File: src/rtl/axis_byte_serializer_if.sv
// Stream bundle for axis_byte_serializer: the upstream word stream and the
// downstream byte stream. The slave modport is the serializer's view; the
// master modport is the view of whatever drives words in and sinks bytes out.
interface axis_byte_serializer_if #(
  parameter int unsigned WORD_WIDTH = 16
);
  logic [WORD_WIDTH-1:0] s_axis_tdata;
  logic                  s_axis_tvalid;
  logic                  s_axis_tready;
  logic [7:0]            m_axis_tdata;
  logic                  m_axis_tvalid;
  logic                  m_axis_tready;
  logic                  m_axis_tlast;

  modport slave (
    input  s_axis_tdata,
    input  s_axis_tvalid,
    output s_axis_tready,
    output m_axis_tdata,
    output m_axis_tvalid,
    input  m_axis_tready,
    output m_axis_tlast
  );

  modport master (
    output s_axis_tdata,
    output s_axis_tvalid,
    input  s_axis_tready,
    input  m_axis_tdata,
    input  m_axis_tvalid,
    output m_axis_tready,
    input  m_axis_tlast
  );
endinterface

File: src/rtl/axis_byte_serializer.sv
// Word-to-byte AXI-Stream serializer. Each accepted WORD_WIDTH word is sent
// MSB-first as WORD_WIDTH/8 bytes, tlast on the final byte. A new word can be
// taken on the same edge the last byte leaves, so back-to-back words stream
// with no bubble.
module axis_byte_serializer #(
  parameter int unsigned WORD_WIDTH = 16
) (
  input  logic                        clk,
  input  logic                        arstn,
  axis_byte_serializer_if.slave       bus
);

  localparam int unsigned NUM_BYTES = WORD_WIDTH / 8;
  localparam int unsigned CNT_W     = (NUM_BYTES > 1) ? $clog2(NUM_BYTES) : 1;
  localparam logic [CNT_W-1:0] LAST_IDX = CNT_W'(NUM_BYTES - 1);

  typedef enum logic {
    IDLE,
    SEND
  } state_t;

  state_t                state, state_nxt;
  logic [CNT_W-1:0]      cnt, cnt_nxt;
  logic [WORD_WIDTH-1:0] shreg, shreg_nxt;
  logic                  on_last;
  logic                  s_ready;
  logic                  word_hs;
  logic                  byte_hs;

  // Output-side decodes; all outputs except s_ready come straight from state
  assign on_last           = (state == SEND) && (cnt == LAST_IDX);
  assign byte_hs           = (state == SEND) && bus.m_axis_tready;
  // arstn gates ready so it is low during reset and rises as soon as reset lifts
  assign s_ready           = arstn && ((state == IDLE) || (on_last && bus.m_axis_tready));
  assign word_hs           = bus.s_axis_tvalid && s_ready;

  assign bus.s_axis_tready = s_ready;
  assign bus.m_axis_tvalid = (state == SEND);
  assign bus.m_axis_tlast  = on_last;
  assign bus.m_axis_tdata  = shreg[WORD_WIDTH-1 -: 8];

  // State, byte index and shift register
  always_ff @(posedge clk or negedge arstn) begin
    if (!arstn) begin
      state <= IDLE;
      cnt   <= '0;
      shreg <= '0;
    end else begin
      state <= state_nxt;
      cnt   <= cnt_nxt;
      shreg <= shreg_nxt;
    end
  end

  // Next-state: load on word handshake, shift on byte handshake
  always_comb begin
    state_nxt = state;
    cnt_nxt   = cnt;
    shreg_nxt = shreg;
    unique case (state)
      IDLE: begin
        if (word_hs) begin
          shreg_nxt = bus.s_axis_tdata;
          cnt_nxt   = '0;
          state_nxt = SEND;
        end
      end
      SEND: begin
        if (byte_hs) begin
          if (!on_last) begin
            shreg_nxt = shreg << 8;
            cnt_nxt   = cnt + CNT_W'(1);
          end else if (word_hs) begin
            shreg_nxt = bus.s_axis_tdata;
            cnt_nxt   = '0;
          end else begin
            cnt_nxt   = '0;
            state_nxt = IDLE;
          end
        end
      end
      default: state_nxt = IDLE;
    endcase
  end

endmodule

File: src/flat_wrapper.sv
// flat-port wrapper written by rule: the top's interface ports become plain ports
module axis_byte_serializer_flat 
#(
  parameter int unsigned WORD_WIDTH = 16
)
  (clk, arstn, bus_s_axis_tdata, bus_s_axis_tvalid, bus_s_axis_tready, bus_m_axis_tdata, bus_m_axis_tvalid, bus_m_axis_tready, bus_m_axis_tlast);
  axis_byte_serializer_if #(.WORD_WIDTH(WORD_WIDTH)) bus_i ();
  input  logic clk;
  input  logic arstn;
  input wire logic [$bits(bus_i.s_axis_tdata)-1:0] bus_s_axis_tdata;
  input wire logic [$bits(bus_i.s_axis_tvalid)-1:0] bus_s_axis_tvalid;
  output wire logic [$bits(bus_i.s_axis_tready)-1:0] bus_s_axis_tready;
  output wire logic [$bits(bus_i.m_axis_tdata)-1:0] bus_m_axis_tdata;
  output wire logic [$bits(bus_i.m_axis_tvalid)-1:0] bus_m_axis_tvalid;
  input wire logic [$bits(bus_i.m_axis_tready)-1:0] bus_m_axis_tready;
  output wire logic [$bits(bus_i.m_axis_tlast)-1:0] bus_m_axis_tlast;
  assign bus_i.s_axis_tdata = bus_s_axis_tdata;
  assign bus_i.s_axis_tvalid = bus_s_axis_tvalid;
  assign bus_s_axis_tready = bus_i.s_axis_tready;
  assign bus_m_axis_tdata = bus_i.m_axis_tdata;
  assign bus_m_axis_tvalid = bus_i.m_axis_tvalid;
  assign bus_i.m_axis_tready = bus_m_axis_tready;
  assign bus_m_axis_tlast = bus_i.m_axis_tlast;
  axis_byte_serializer #(.WORD_WIDTH(WORD_WIDTH)) u_core (.clk(clk), .arstn(arstn), .bus(bus_i));
endmodule
File: config.mk
export PLATFORM = sky130hd
export DESIGN_NAME = axis_byte_serializer_flat
export DESIGN_NICKNAME = d
export VERILOG_FILES = /design/src/rtl/axis_byte_serializer_if.sv /design/src/rtl/axis_byte_serializer.sv /design/src/flat_wrapper.sv
export SDC_FILE = /design/constraint.sdc
export NUM_CORES = 1
export LEC_CHECK = 0
export ABC_AREA = 1
export BUFFER_PORTS_ARGS = -buffer_cell sky130_fd_sc_hd__buf_2
export CAP_MARGIN = 20
export CORE_AREA = 2 2 48 50
export CTS_CLUSTER_SIZE = 28
export DETAILED_ROUTE_END_ITERATION = 8
export DIE_AREA = 0 0 50 52
export GPL_TIMING_DRIVEN = 0
export PLACE_DENSITY = 0.85
export SYNTH_ARGS = -nofsm -noshare
export SYNTH_HDL_FRONTEND = slang
export SYNTH_SLANG_ARGS = --single-unit
File: constraint.sdc
create_clock -name clk -period 1.88 [get_ports clk]
set_input_delay 0.094 -clock clk [delete_from_list [all_inputs] [get_ports clk]]
set_output_delay 0.094 -clock clk [all_outputs]
set_load 0.02 [all_outputs]
==> results.cfg <==
[logic_synthesis]
synth_nets = 154
syn_area_mm2 = 0.00105
syn_avg_cell_area_um2 = 7.81
ys_seq_area_share_pct = 43.1
ys_warn_count = 0
ys_ff_latch = 18
synth_cell_type_count = 17
syn_inst = 134

[cts]
cts_buffers = 3
clock_sinks = 18
cts_max_path_buffers = 2
cts-root-buf = clkbuf_4
cts.clk_slew.worst_paths_ns = 0.11
cts_tree = yes
clk_latency_ns = 0.31
htree_num_levels = 1

[hold_path]
hold_start = bus_m_axis_tready
min_delay_path_depth = 3
holdPathEnd = u_core.shreg[14]
min_path_type = input pin to flip-flop

[worst_setup_path]
cp_slowest_stage_delay_ns = 0.40
arrival_ns = 1.47
required_ns = 1.79
r2r_slack_ns = 0.56
worst-setup-path-type = flip-flop to primary output
crit_slowest_cell = dfrtp_1
r2r_start = u_core.bus.m_axis_tvalid
critical_path.cell_chain = buf_6 -> nand2_2 -> buf_4 -> nand2_4 -> nor2_4 -> buf_2
end_kind = primary output
worstRegToRegCells = 9
critPathMaxFanout = 10
regToRegEndpoint = u_core.shreg[7]
worstSetupStartpointType = flip-flop

[grt]
grt_pass1_wl_mm = 3.52
overflow = 0
grt_max_degree = 24
antenna_found_initial = 0
grt_use_total_pct = 17.7
grt_pass1_vias = 870

[floorplan]
dieHeight_um = 52
dieWidth_um = 50
core_mm2 = 0.00211
rows = 17
floorplan.initialDensity_pct = 49.7
dieArea_mm2 = 0.00260
num_io_pins = 31

[placed_design]
post-dp-hpwl_mm = 1.50
gp_congestion = 0.875
port_buffers = 30

[sta]
slew_headroom_pct = 80.0
fmax_mhz = 639
grt_setup_unrepaired = false
worst_slew_pin_slew_ns = 0.299
hold_viol = 0
fin_worst_skew_ns = 0.00299
setup_viol = 0
post-route-period-util_pct = 83.3
post-route-min-period_ns = 1.57
maxSlewViolCount = 0
hold_slack_ns = 0.0781
fin_setup_tns_ns = 0

[routing]
drtPass1Iterations = 4
avgViaCountPerCell = 4.47
avgRoutedWirePerCell_um = 9.82
drc = 0
routed_wl_mm = 2.01
drtIter0Drc = 10
num_vias = 916
postRouteAntennaNets = 0

[run_status]
status = complete, no violations

[power]
powerDensity_mw_per_mm2 = 1330
power.leakage_nw = 0.811
peakVddDrop_uv = 686

[finish]
num-fill-cells = 183
layout_common_cells = nand2_1, buf_2, inv_1
layout.nets = 198
antenna_cells = 0
drive_above_1_share_pct = 31.6
syn_to_final_growth_pct = 30.0
layout_commonest_cell = nand2_1

[flow_run]
drv_cap = 0
==> state kept, by name (all words and copies together) (netlist names) <==
register / flops
u_core.shreg: 16
u_core.bus.m_axis_tvalid: 1
u_core.cnt: 1
==> layer usage <==
metal  track usage (%)  up-vias  wire, µm
met2              30.9       20       966
met1              21.2      404       947
met4              8.33        0        34
met3              2.87        3        65
met5                 0        -         0
li1                  -      489         -
==> report_power, final <==
group	switching, mW	internal [mW]
logic	0.542	0.422
registers	0.0728	0.518
clock network	0.134	0.118
==> cell type report <==
cell class | count | area [µm²] | share of cell area (%)
Multi-Input combinational cell | 80 | 399 | 29.3
Timing Repair Buffer | 39 | 243 | 17.8
Inverter | 24 | 95.1 | 6.99
Tap cell | 28 | 35.0 | 2.58
Buffer | 12 | 101 | 7.45
Clock buffer | 4 | 36.3 | 2.67
Sequential cell | 18 | 450 | 33.1
==> kinds of logic (layout without fill, tap and decap cells) <==
group           after synthesis  in the layout  share of synthesized area [%]
compound gates               11             11                           7.54
buf+inv                      36             79                           18.8
simple gates                 69             69                           30.6
flops                        18             18                           43.1
==> worst max-delay path by stage <==
stage / slack [ns] / end / from
after floorplan: 0.47 / u_core.shreg[0] / u_core.bus.m_axis_tvalid
after global placement: 0.43 / u_core.shreg[4] / arstn
after detailed placement: 0.36 / u_core.shreg[13] / arstn
after CTS: 0.15 / u_core.shreg[13] / arstn
after global routing: 0.17 / u_core.shreg[9] / arstn
final: 0.31 / bus_s_axis_tready / u_core.bus.m_axis_tvalid
==> through the flow <==
stage | utilization (%) | cells | power [mW] | setup WS (ns) | cell area (µm²)
3_5_place_dp | 58.5 | 192 | 1.56 | 0.358 | 1230
5_1_grt | 64.6 | 205 | 1.95 | 0.172 | 1360
6_report | 64.6 | 205 | 1.81 | 0.315 | 1360
3_3_place_gp | 58.5 | 192 | 1.52 | 0.428 | 1230
4_1_cts | 64.5 | 205 | 1.82 | 0.154 | 1360
2_1_floorplan | - | 134 | 1.33 | 0.472 | 1050
==> timing repair <==
item | in CTS | in global routing
buffers inserted | 0 | 0
resized for setup | 0 | 1
endpoints found under the setup margin | 0 | 3
hold buffers | 9 | 0
hold endpoints to repair | 26 | 0
==> synth_stat cells (all sizes together) <==
cell type | count | area, µm²
a31oi | 3 | 18.8
buf | 12 | 101
clkinv | 1 | 8.76
dfrtp | 18 | 450
inv | 23 | 86.3
nand2 | 58 | 245
nand3 | 4 | 20.0
nand3b | 5 | 37.5
nand4 | 1 | 6.26
nor2 | 1 | 11.3
o211ai | 1 | 21.3
o21ai | 4 | 20.0
o22ai | 3 | 18.8
==> worst max-delay path: cells and delay by family, from the launching register on <==
kind	cells	cell delay, ns
and+or+nand+nor	3	0.28
DFF	1	0.40
buffers and inverters	3	0.49
Note: power is estimated with default switching activity, not from simulation.
